==> src/rtl/ibex_rf_wr_pkg.sv <==
// ----------------------------------------------------------------------------
// ibex_rf_wr_pkg
// Shared types for the register-file write-side control stage:
//   rf_addr_t    - architectural register address (5 bit)
//   wb_src_e     - which source owns the register-file write port this cycle
//   LoadDepthMax - upper bound for the outstanding-load FIFO depth
// ----------------------------------------------------------------------------
package ibex_rf_wr_pkg;

    localparam int unsigned RfAddrW      = 5;
    localparam int unsigned LoadDepthMax = 4;

    typedef logic [RfAddrW-1:0] rf_addr_t;

    typedef enum logic [1:0] {
        WB_NONE,
        WB_LOAD,
        WB_SKID,
        WB_EX
    } wb_src_e;

endpackage

==> src/rtl/ibex_rf_wr_ctrl_ld_fifo.sv <==
// ----------------------------------------------------------------------------
// ibex_rf_ld_fifo
// Destination-register FIFO for outstanding loads. Entry order matches load
// issue order, so the head always names the register of the next response.
// Illegal pushes (full) and pops (empty) are ignored here; the parent flags
// them.
// Ports:
//   clk_i, rst_ni   - clock, asynchronous active-low reset
//   push_i, push_rd_i - enqueue a load destination
//   pop_i           - dequeue the head (load response arrived)
//   full_o, empty_o - occupancy status
//   head_rd_o       - destination of the oldest outstanding load
//   head_mask_o     - one-hot position of the head (zero when empty)
//   entry_valid_o   - per-entry occupancy
//   entry_rd_o      - per-entry destination, entry i at [i*5 +: 5]
// ----------------------------------------------------------------------------
module ibex_rf_ld_fifo
    import ibex_rf_wr_pkg::*;
#(
    parameter int unsigned Depth = 2
) (
    input  logic                       clk_i,
    input  logic                       rst_ni,
    input  logic                       push_i,
    input  logic [4:0]                 push_rd_i,
    input  logic                       pop_i,
    output logic                       full_o,
    output logic                       empty_o,
    output logic [4:0]                 head_rd_o,
    output logic [Depth-1:0]           head_mask_o,
    output logic [Depth-1:0]           entry_valid_o,
    output logic [Depth*RfAddrW-1:0]   entry_rd_o
);

    localparam int unsigned PtrW = (Depth > 1) ? $clog2(Depth) : 1;
    localparam int unsigned CntW = $clog2(Depth + 1);

    logic [PtrW-1:0] wptr_q, wptr_d;
    logic [PtrW-1:0] rptr_q, rptr_d;
    logic [CntW-1:0] cnt_q, cnt_d;
    rf_addr_t        rd_q [Depth];
    logic            push_ok, pop_ok;
    logic [PtrW-1:0] walk_ptr;

    // Pointers wrap at Depth, which need not be a power of two.
    function automatic logic [PtrW-1:0] ptr_inc(input logic [PtrW-1:0] p);
        if (p == PtrW'(Depth - 1)) begin
            return '0;
        end
        return p + 1'b1;
    endfunction

    assign full_o  = (cnt_q == CntW'(Depth));
    assign empty_o = (cnt_q == '0);
    assign push_ok = push_i & ~full_o;
    assign pop_ok  = pop_i & ~empty_o;

    assign head_rd_o = rd_q[rptr_q];

    always_comb begin
        wptr_d = push_ok ? ptr_inc(wptr_q) : wptr_q;
        rptr_d = pop_ok ? ptr_inc(rptr_q) : rptr_q;
        cnt_d  = cnt_q;
        case ({push_ok, pop_ok})
            2'b10:   cnt_d = cnt_q + 1'b1;
            2'b01:   cnt_d = cnt_q - 1'b1;
            default: cnt_d = cnt_q;
        endcase
    end

    // Entry validity is derived from read pointer and count: the first cnt_q
    // slots starting at the head are occupied.
    always_comb begin
        entry_valid_o = '0;
        head_mask_o   = '0;
        entry_rd_o    = '0;
        walk_ptr      = rptr_q;
        for (int k = 0; k < Depth; k++) begin
            if (CntW'(k) < cnt_q) begin
                entry_valid_o[walk_ptr] = 1'b1;
            end
            walk_ptr = ptr_inc(walk_ptr);
        end
        if (!empty_o) begin
            head_mask_o[rptr_q] = 1'b1;
        end
        for (int i = 0; i < Depth; i++) begin
            entry_rd_o[i*RfAddrW +: RfAddrW] = rd_q[i];
        end
    end

    always_ff @(posedge clk_i or negedge rst_ni) begin
        if (!rst_ni) begin
            wptr_q <= '0;
            rptr_q <= '0;
            cnt_q  <= '0;
        end else begin
            wptr_q <= wptr_d;
            rptr_q <= rptr_d;
            cnt_q  <= cnt_d;
        end
    end

    // NOTE: the storage array is deliberately not reset; every consumer of
    // rd_q is qualified by entry_valid_o, which comes from the reset count.
    always_ff @(posedge clk_i) begin
        if (push_ok) begin
            rd_q[wptr_q] <= push_rd_i;
        end
    end

endmodule

==> src/rtl/ibex_rf_write_ctrl.sv <==
// ----------------------------------------------------------------------------
// ibex_rf_write_ctrl
// Write-side control in front of the flip-flop register file. Merges load
// responses and single-cycle EX results onto the single write port (loads
// first, then a parked EX result, then a direct EX result), parks an EX
// result that collides with a load response in a one-entry skid buffer, and
// reports per-read-port hazards for registers whose value is still pending.
//
// Optional feature: define IBEX_RF_WR_FWD_EN to forward the value being
// written this cycle to the read ports (fwd_a_o/fwd_b_o/fwd_data_o) and drop
// the hazard contributed by that write in the same cycle. Without it the
// forwarding outputs are tied to zero.
//
// Ports:
//   clk_i, rst_ni                  - clock, asynchronous active-low reset
//   ex_valid_i/ex_ready_o          - EX result handshake
//   ex_rd_i, ex_wdata_i            - EX destination and result
//   ld_issue_i/ld_issue_ready_o    - load issue handshake, ld_issue_rd_i dest
//   ld_rvalid_i, ld_rdata_i        - load response (cannot be stalled)
//   ld_err_i                       - load bus error (consumed, no write)
//   raddr_a_i, raddr_b_i           - ID read addresses
//   hazard_a_o, hazard_b_o         - operand still pending
//   fwd_a_o, fwd_b_o, fwd_data_o   - same-cycle forwarding
//   rf_waddr_o, rf_wdata_o, rf_we_o - register-file write port
//   err_o                          - sticky protocol error
// ----------------------------------------------------------------------------
module ibex_rf_write_ctrl
    import ibex_rf_wr_pkg::*;
#(
    parameter bit          RV32E     = 1'b0,
    parameter int unsigned DataWidth = 32,
    parameter int unsigned LoadDepth = 2
) (
    input  logic                 clk_i,
    input  logic                 rst_ni,
    input  logic                 ex_valid_i,
    output logic                 ex_ready_o,
    input  logic [4:0]           ex_rd_i,
    input  logic [DataWidth-1:0] ex_wdata_i,
    input  logic                 ld_issue_i,
    input  logic [4:0]           ld_issue_rd_i,
    output logic                 ld_issue_ready_o,
    input  logic                 ld_rvalid_i,
    input  logic [DataWidth-1:0] ld_rdata_i,
    input  logic                 ld_err_i,
    input  logic [4:0]           raddr_a_i,
    input  logic [4:0]           raddr_b_i,
    output logic                 hazard_a_o,
    output logic                 hazard_b_o,
    output logic                 fwd_a_o,
    output logic                 fwd_b_o,
    output logic [DataWidth-1:0] fwd_data_o,
    output logic [4:0]           rf_waddr_o,
    output logic [DataWidth-1:0] rf_wdata_o,
    output logic                 rf_we_o,
    output logic                 err_o
);

    // Skid buffer and sticky error state
    logic                 skid_valid_q, skid_valid_d;
    rf_addr_t             skid_rd_q, skid_rd_d;
    logic [DataWidth-1:0] skid_wdata_q, skid_wdata_d;
    logic                 err_q, err_d;

    // FIFO interface
    logic                         fifo_full, fifo_empty;
    rf_addr_t                     fifo_head_rd;
    logic [LoadDepth-1:0]         fifo_head_mask;
    logic [LoadDepth-1:0]         fifo_valid;
    logic [LoadDepth*RfAddrW-1:0] fifo_rd;

    wb_src_e              wb_src;
    logic                 ex_fire;
    logic                 ld_wr;
    logic                 rv32e_bad;
    logic [LoadDepth-1:0] ld_excl;
    logic                 skid_seen;

    ibex_rf_ld_fifo #(
        .Depth (LoadDepth)
    ) u_ld_fifo (
        .clk_i         (clk_i),
        .rst_ni        (rst_ni),
        .push_i        (ld_issue_i),
        .push_rd_i     (ld_issue_rd_i),
        .pop_i         (ld_rvalid_i),
        .full_o        (fifo_full),
        .empty_o       (fifo_empty),
        .head_rd_o     (fifo_head_rd),
        .head_mask_o   (fifo_head_mask),
        .entry_valid_o (fifo_valid),
        .entry_rd_o    (fifo_rd)
    );

    assign ex_ready_o       = ~skid_valid_q;
    assign ld_issue_ready_o = ~fifo_full;
    assign ex_fire          = ex_valid_i & ex_ready_o;
    // A response with no outstanding load has no destination, so it never
    // writes; it only raises err_o.
    assign ld_wr            = ld_rvalid_i & ~ld_err_i & ~fifo_empty;
    assign err_o            = err_q;

    function automatic logic port_hazard(
        input rf_addr_t                     raddr,
        input logic [LoadDepth-1:0]         valid,
        input logic [LoadDepth*RfAddrW-1:0] rds,
        input logic                         skid_v,
        input rf_addr_t                     skid_rd
    );
        logic hit;
        hit = 1'b0;
        for (int i = 0; i < LoadDepth; i++) begin
            if (valid[i] && (rds[i*RfAddrW +: RfAddrW] == raddr)) begin
                hit = 1'b1;
            end
        end
        if (skid_v && (skid_rd == raddr)) begin
            hit = 1'b1;
        end
        return hit && (raddr != '0);
    endfunction

    // Write-port arbitration and output mux
    // NOTE: combinational blocks use blocking assignments and assign every
    // output a default first so no latch is inferred; clocked blocks use
    // non-blocking assignments only.
    always_comb begin
        wb_src     = WB_NONE;
        rf_waddr_o = '0;
        rf_wdata_o = '0;
        if (ld_wr) begin
            wb_src     = WB_LOAD;
            rf_waddr_o = fifo_head_rd;
            rf_wdata_o = ld_rdata_i;
        end else if (skid_valid_q) begin
            wb_src     = WB_SKID;
            rf_waddr_o = skid_rd_q;
            rf_wdata_o = skid_wdata_q;
        end else if (ex_fire) begin
            wb_src     = WB_EX;
            rf_waddr_o = ex_rd_i;
            rf_wdata_o = ex_wdata_i;
        end
        // An RV32E core has no x16..x31: such a write is dropped and flagged.
        rv32e_bad = RV32E && (wb_src != WB_NONE) && rf_waddr_o[4];
        rf_we_o   = (wb_src != WB_NONE) && (rf_waddr_o != '0) && !rv32e_bad;
    end

    // Skid buffer: captures EX only when a load response takes the port, and
    // drains on the first cycle the port is free of load writes.
    always_comb begin
        skid_valid_d = skid_valid_q;
        skid_rd_d    = skid_rd_q;
        skid_wdata_d = skid_wdata_q;
        if (skid_valid_q && (wb_src == WB_SKID)) begin
            skid_valid_d = 1'b0;
        end else if (ex_fire && ld_wr) begin
            skid_valid_d = 1'b1;
            skid_rd_d    = ex_rd_i;
            skid_wdata_d = ex_wdata_i;
        end
    end

    always_comb begin
        err_d = err_q
              | (ld_issue_i & fifo_full)
              | (ld_rvalid_i & fifo_empty)
              | rv32e_bad;
    end

    // Hazards and forwarding. A push in this cycle is not yet in fifo_valid,
    // so a same-cycle issue only counts from the next cycle.
    always_comb begin
`ifdef IBEX_RF_WR_FWD_EN
        // The source being written now no longer blocks its register.
        ld_excl    = (rf_we_o && (wb_src == WB_LOAD)) ? fifo_head_mask : '0;
        skid_seen  = skid_valid_q && !(rf_we_o && (wb_src == WB_SKID));
        fwd_a_o    = rf_we_o && (rf_waddr_o == raddr_a_i);
        fwd_b_o    = rf_we_o && (rf_waddr_o == raddr_b_i);
        fwd_data_o = rf_wdata_o;
`else
        ld_excl    = '0;
        skid_seen  = skid_valid_q;
        fwd_a_o    = 1'b0;
        fwd_b_o    = 1'b0;
        fwd_data_o = '0;
`endif
        hazard_a_o = port_hazard(raddr_a_i, fifo_valid & ~ld_excl, fifo_rd,
                                 skid_seen, skid_rd_q);
        hazard_b_o = port_hazard(raddr_b_i, fifo_valid & ~ld_excl, fifo_rd,
                                 skid_seen, skid_rd_q);
    end

    always_ff @(posedge clk_i or negedge rst_ni) begin
        if (!rst_ni) begin
            skid_valid_q <= 1'b0;
            skid_rd_q    <= '0;
            skid_wdata_q <= '0;
            err_q        <= 1'b0;
        end else begin
            skid_valid_q <= skid_valid_d;
            skid_rd_q    <= skid_rd_d;
            skid_wdata_q <= skid_wdata_d;
            err_q        <= err_d;
        end
    end

endmodule
==> config.mk <==
export PLATFORM = sky130hd
export DESIGN_NAME = ibex_rf_write_ctrl
export DESIGN_NICKNAME = d
export VERILOG_FILES = /design/src/rtl/ibex_rf_wr_pkg.sv /design/src/rtl/ibex_rf_wr_ctrl_ld_fifo.sv /design/src/rtl/ibex_rf_write_ctrl.sv
export SDC_FILE = /design/constraint.sdc
export NUM_CORES = 1
export LEC_CHECK = 0
export CORE_MARGIN = 2
export CORE_UTILIZATION = 45
export CTS_CLUSTER_SIZE = 16
export DETAILED_ROUTE_END_ITERATION = 8
export PLACE_DENSITY = 0.88
export RECOVER_POWER = 25
export SYNTH_ARGS = -nofsm -noshare
export SYNTH_HDL_FRONTEND = slang
export SYNTH_HIERARCHICAL = 1
export SYNTH_SLANG_ARGS = --single-unit
export TNS_END_PERCENT = 30
==> constraint.sdc <==
create_clock -name clk_i -period 3.6 [get_ports clk_i]
set_clock_uncertainty 0.1 [all_clocks]
set_input_delay 0.9 -clock clk_i [delete_from_list [all_inputs] [get_ports clk_i]]
set_output_delay 0.9 -clock clk_i [all_outputs]
set_load 0.005 [all_outputs]
==> impl_metrics.env <==
export IMPL_status="finished, violations left"
export IMPL_violations="max-capacitance violations, max-slew violations"
export IMPL_max_freq_mhz=281
export IMPL_crit_type="input port to output port"
export IMPL_route_detailed_drc=0
export IMPL_die_y_um=93.2
export IMPL_clk_path_buf_depth=2
export IMPL_grt_ovfl_total=0
export IMPL_wl_mm=9.25
export IMPL_worst_slew_pin_slew_ps=2260
export IMPL_path_max_fanout=5
export IMPL_pwr_share_clk_pct=13.1
export IMPL_p_sw_share_pct=34.0
export IMPL_root_buffer="clkbuf_8"
export IMPL_viasPerCell=5.15
export IMPL_num_antenna_cells=0
export IMPL_min_period_over_period_pct=99.0
export IMPL_internal_power_mw=1.76
export IMPL_power_density_nw_per_um2=531
export IMPL_total_power_mw=2.67
export IMPL_p_seq_share_pct=41.9
export IMPL_routedWlPerCell_um=15.9
export IMPL_p_comb_share_pct=45.0
export IMPL_antenna_found_initial=0
export IMPL_grt_pass1_wl_mm=14.8
export IMPL_start_util_pct=46.3
export IMPL_crit_chain="clkdlybuf4s50_1, nor2b_4, buf_4, a22oi_2, o21ai_2, nor4_1, nand2b_1, dlygate4sd2_1"
export IMPL_grt_max_degree=44
export IMPL_ant_nets=0
export IMPL_relSlewSlack_pct=-50.9
export IMPL_numCtsBuffers=5
export IMPL_grt_pass1_vias=3054
export IMPL_hold_viol=0
export IMPL_track_usage_pct=21.6
export IMPL_fin_nets=572
export IMPL_via_count=2994
export IMPL_pin_count=167
export IMPL_end_kind="output port"
export IMPL_core_area_um2=7730
export IMPL_slew_viol_final=44
export IMPL_io_buffers=132
export IMPL_syn_area_um2=3580
export IMPL_std_cell_rows=32
export IMPL_netSwitchingPower_mw=0.910
export IMPL_hold_depth=1
export IMPL_syn_inst=340
export IMPL_crit_arrival_ps=2560
export IMPL_r2r_cells=7
export IMPL_clk_pin_slew_ps=110
export IMPL_postLayoutCellArea_um2=5040
export IMPL_clock_sinks=53
export IMPL_setup_viol=0
export IMPL_area_growth_pct=40.6
export IMPL_clk_insertion_delay_late_ps=310
export IMPL_die_x_um=93.2
export IMPL_worstHoldPathType="register to register"
export IMPL_ys_warnings_count=6
export IMPL_critPathMaxStageDelay_ps=420
export IMPL_leakagePower_nw=2.34
export IMPL_ctsHtreeMaxLevel=2
export IMPL_fin_cells=581
export IMPL_dp_slack_ps=-158
export IMPL_drt_pass1_iterations=4
export IMPL_dp_cells=569
export IMPL_routabilityCongestion=0.987
export IMPL_postSynthAreaPerCell_um2=10.5
export IMPL_cts_hold_buf=0
export IMPL_rsz0062_at_grt="true"
export IMPL_min_period_ps=3560
export IMPL_dpl_hpwl_mm=7.06
export IMPL_dpl_cell_area_um2=4900
export IMPL_drive_gt1_share_pct=16.3
export IMPL_whs_ps=395
export IMPL_maxCapViolCount=1
export IMPL_crit_slowest_cell="clkdlybuf4s50_1"
export IMPL_peakVddDrop_uv=308
export IMPL_cp_data_required_time_ps=2600
export IMPL_worst_slack_ps=35.6
export IMPL_cts_tree="yes"
export IMPL_die_area_um2=8690
export IMPL_crit_path_start_kind="input port"
export IMPL_drt_initial_drc_count=144
==> stage by stage <==
stage                     util (%)  TNS [ps]
after global placement        63.4     -2720
final                         65.2         0
after CTS                     64.8     -89.8
after floorplan                  -         0
after global routing          65.2      -194
after detailed placement      63.4     -3270
==> metal layers <==
metal | wire, um | global-route usage (%) | vias up
li1 | - | - | 1415
met1 | 3780 | 26.3 | 1448
met2 | 4900 | 39.3 | 125
met3 | 489 | 4.19 | 6
met4 | 86 | 5.51 | 0
met5 | 0 | 0 | -
==> worst max-delay path, delay by kind of cell <==
family | cells | cell delay [ps]
buffers and inverters | 3 | 870
and+or+nand+nor | 3 | 510
AOI/OAI and AO/OA | 2 | 280
==> final timing paths <==
path / startpoint / end / slack (ps)
hold reg to reg: err_o$_DFF_PN0_ / err_o$_DFF_PN0_ / 400
hold / removal: err_o$_DFF_PN0_ / err_o$_DFF_PN0_ / 400
setup reg to reg: u_ld_fifo/cnt_q[1]$_DFFE_PN0P_ / skid_rd_q[2]$_DFFE_PN0P_ / 1070
setup / recovery: ex_valid_i / rf_we_o / 40
min in group asynchronous: rst_ni / skid_wdata_q[26]$_DFFE_PN0P_ / 1130
max in group asynchronous: rst_ni / skid_wdata_q[14]$_DFFE_PN0P_ / 950
==> cell type report <==
type,instances,area (um^2)
fillers,614,2690
clock inverters,3,26.3
flip-flops and latches,53,1380
well taps,102,128
multi-input cells,261,1940
repair buffers,152,1480
inverters,5,18.8
clock buffers,5,68.8
==> cell usage in the layout (no fill, tap or decap), drive strengths merged, types with 3 or more instances in the layout <==
master         instances
clkdlybuf4s50         80
a22oi                 37
xor2                  25
xnor2                  9
buf                   19
conb                  34
nor4                   7
mux2                  42
nor2b                  3
nor2                   4
nand2                 39
dlymetal6s2s           3
edfxtp                10
dlygate4sd2           43
o21ai                 39
ha                     4
dfrtp                 43
dlygate4sd3            5
inv                    6
clkbuf                 6
==> power by group through the flow <==
stage / Clock, mW / Combinational [mW] / Sequential, mW
6_report: 0.351 / 1.20 / 1.12
5_1_grt: 0.380 / 1.31 / 1.15
4_1_cts: 0.358 / 1.21 / 1.11
3_5_place_dp: 0 / 1.24 / 1.12
3_3_place_gp: 0 / 1.20 / 1.11
2_1_floorplan: 0 / 0.841 / 1.03
==> sequential cells by signal (all words and copies together), names as in the netlist <==
signal,count
err_o,1
skid_rd_q,5
skid_seen,1
skid_wdata_q,32
u_ld_fifo/cnt_q,2
u_ld_fifo/rd_q,10
u_ld_fifo/rptr_q,1
u_ld_fifo/wptr_q,1
==> timing repair <==
action,CTS,global route
resized for setup,53,5
setup buffers,1,2
pin swaps,2,1
endpoints found under the setup margin,37,6
cloned,1,0
(Power assumes the default switching activity.)
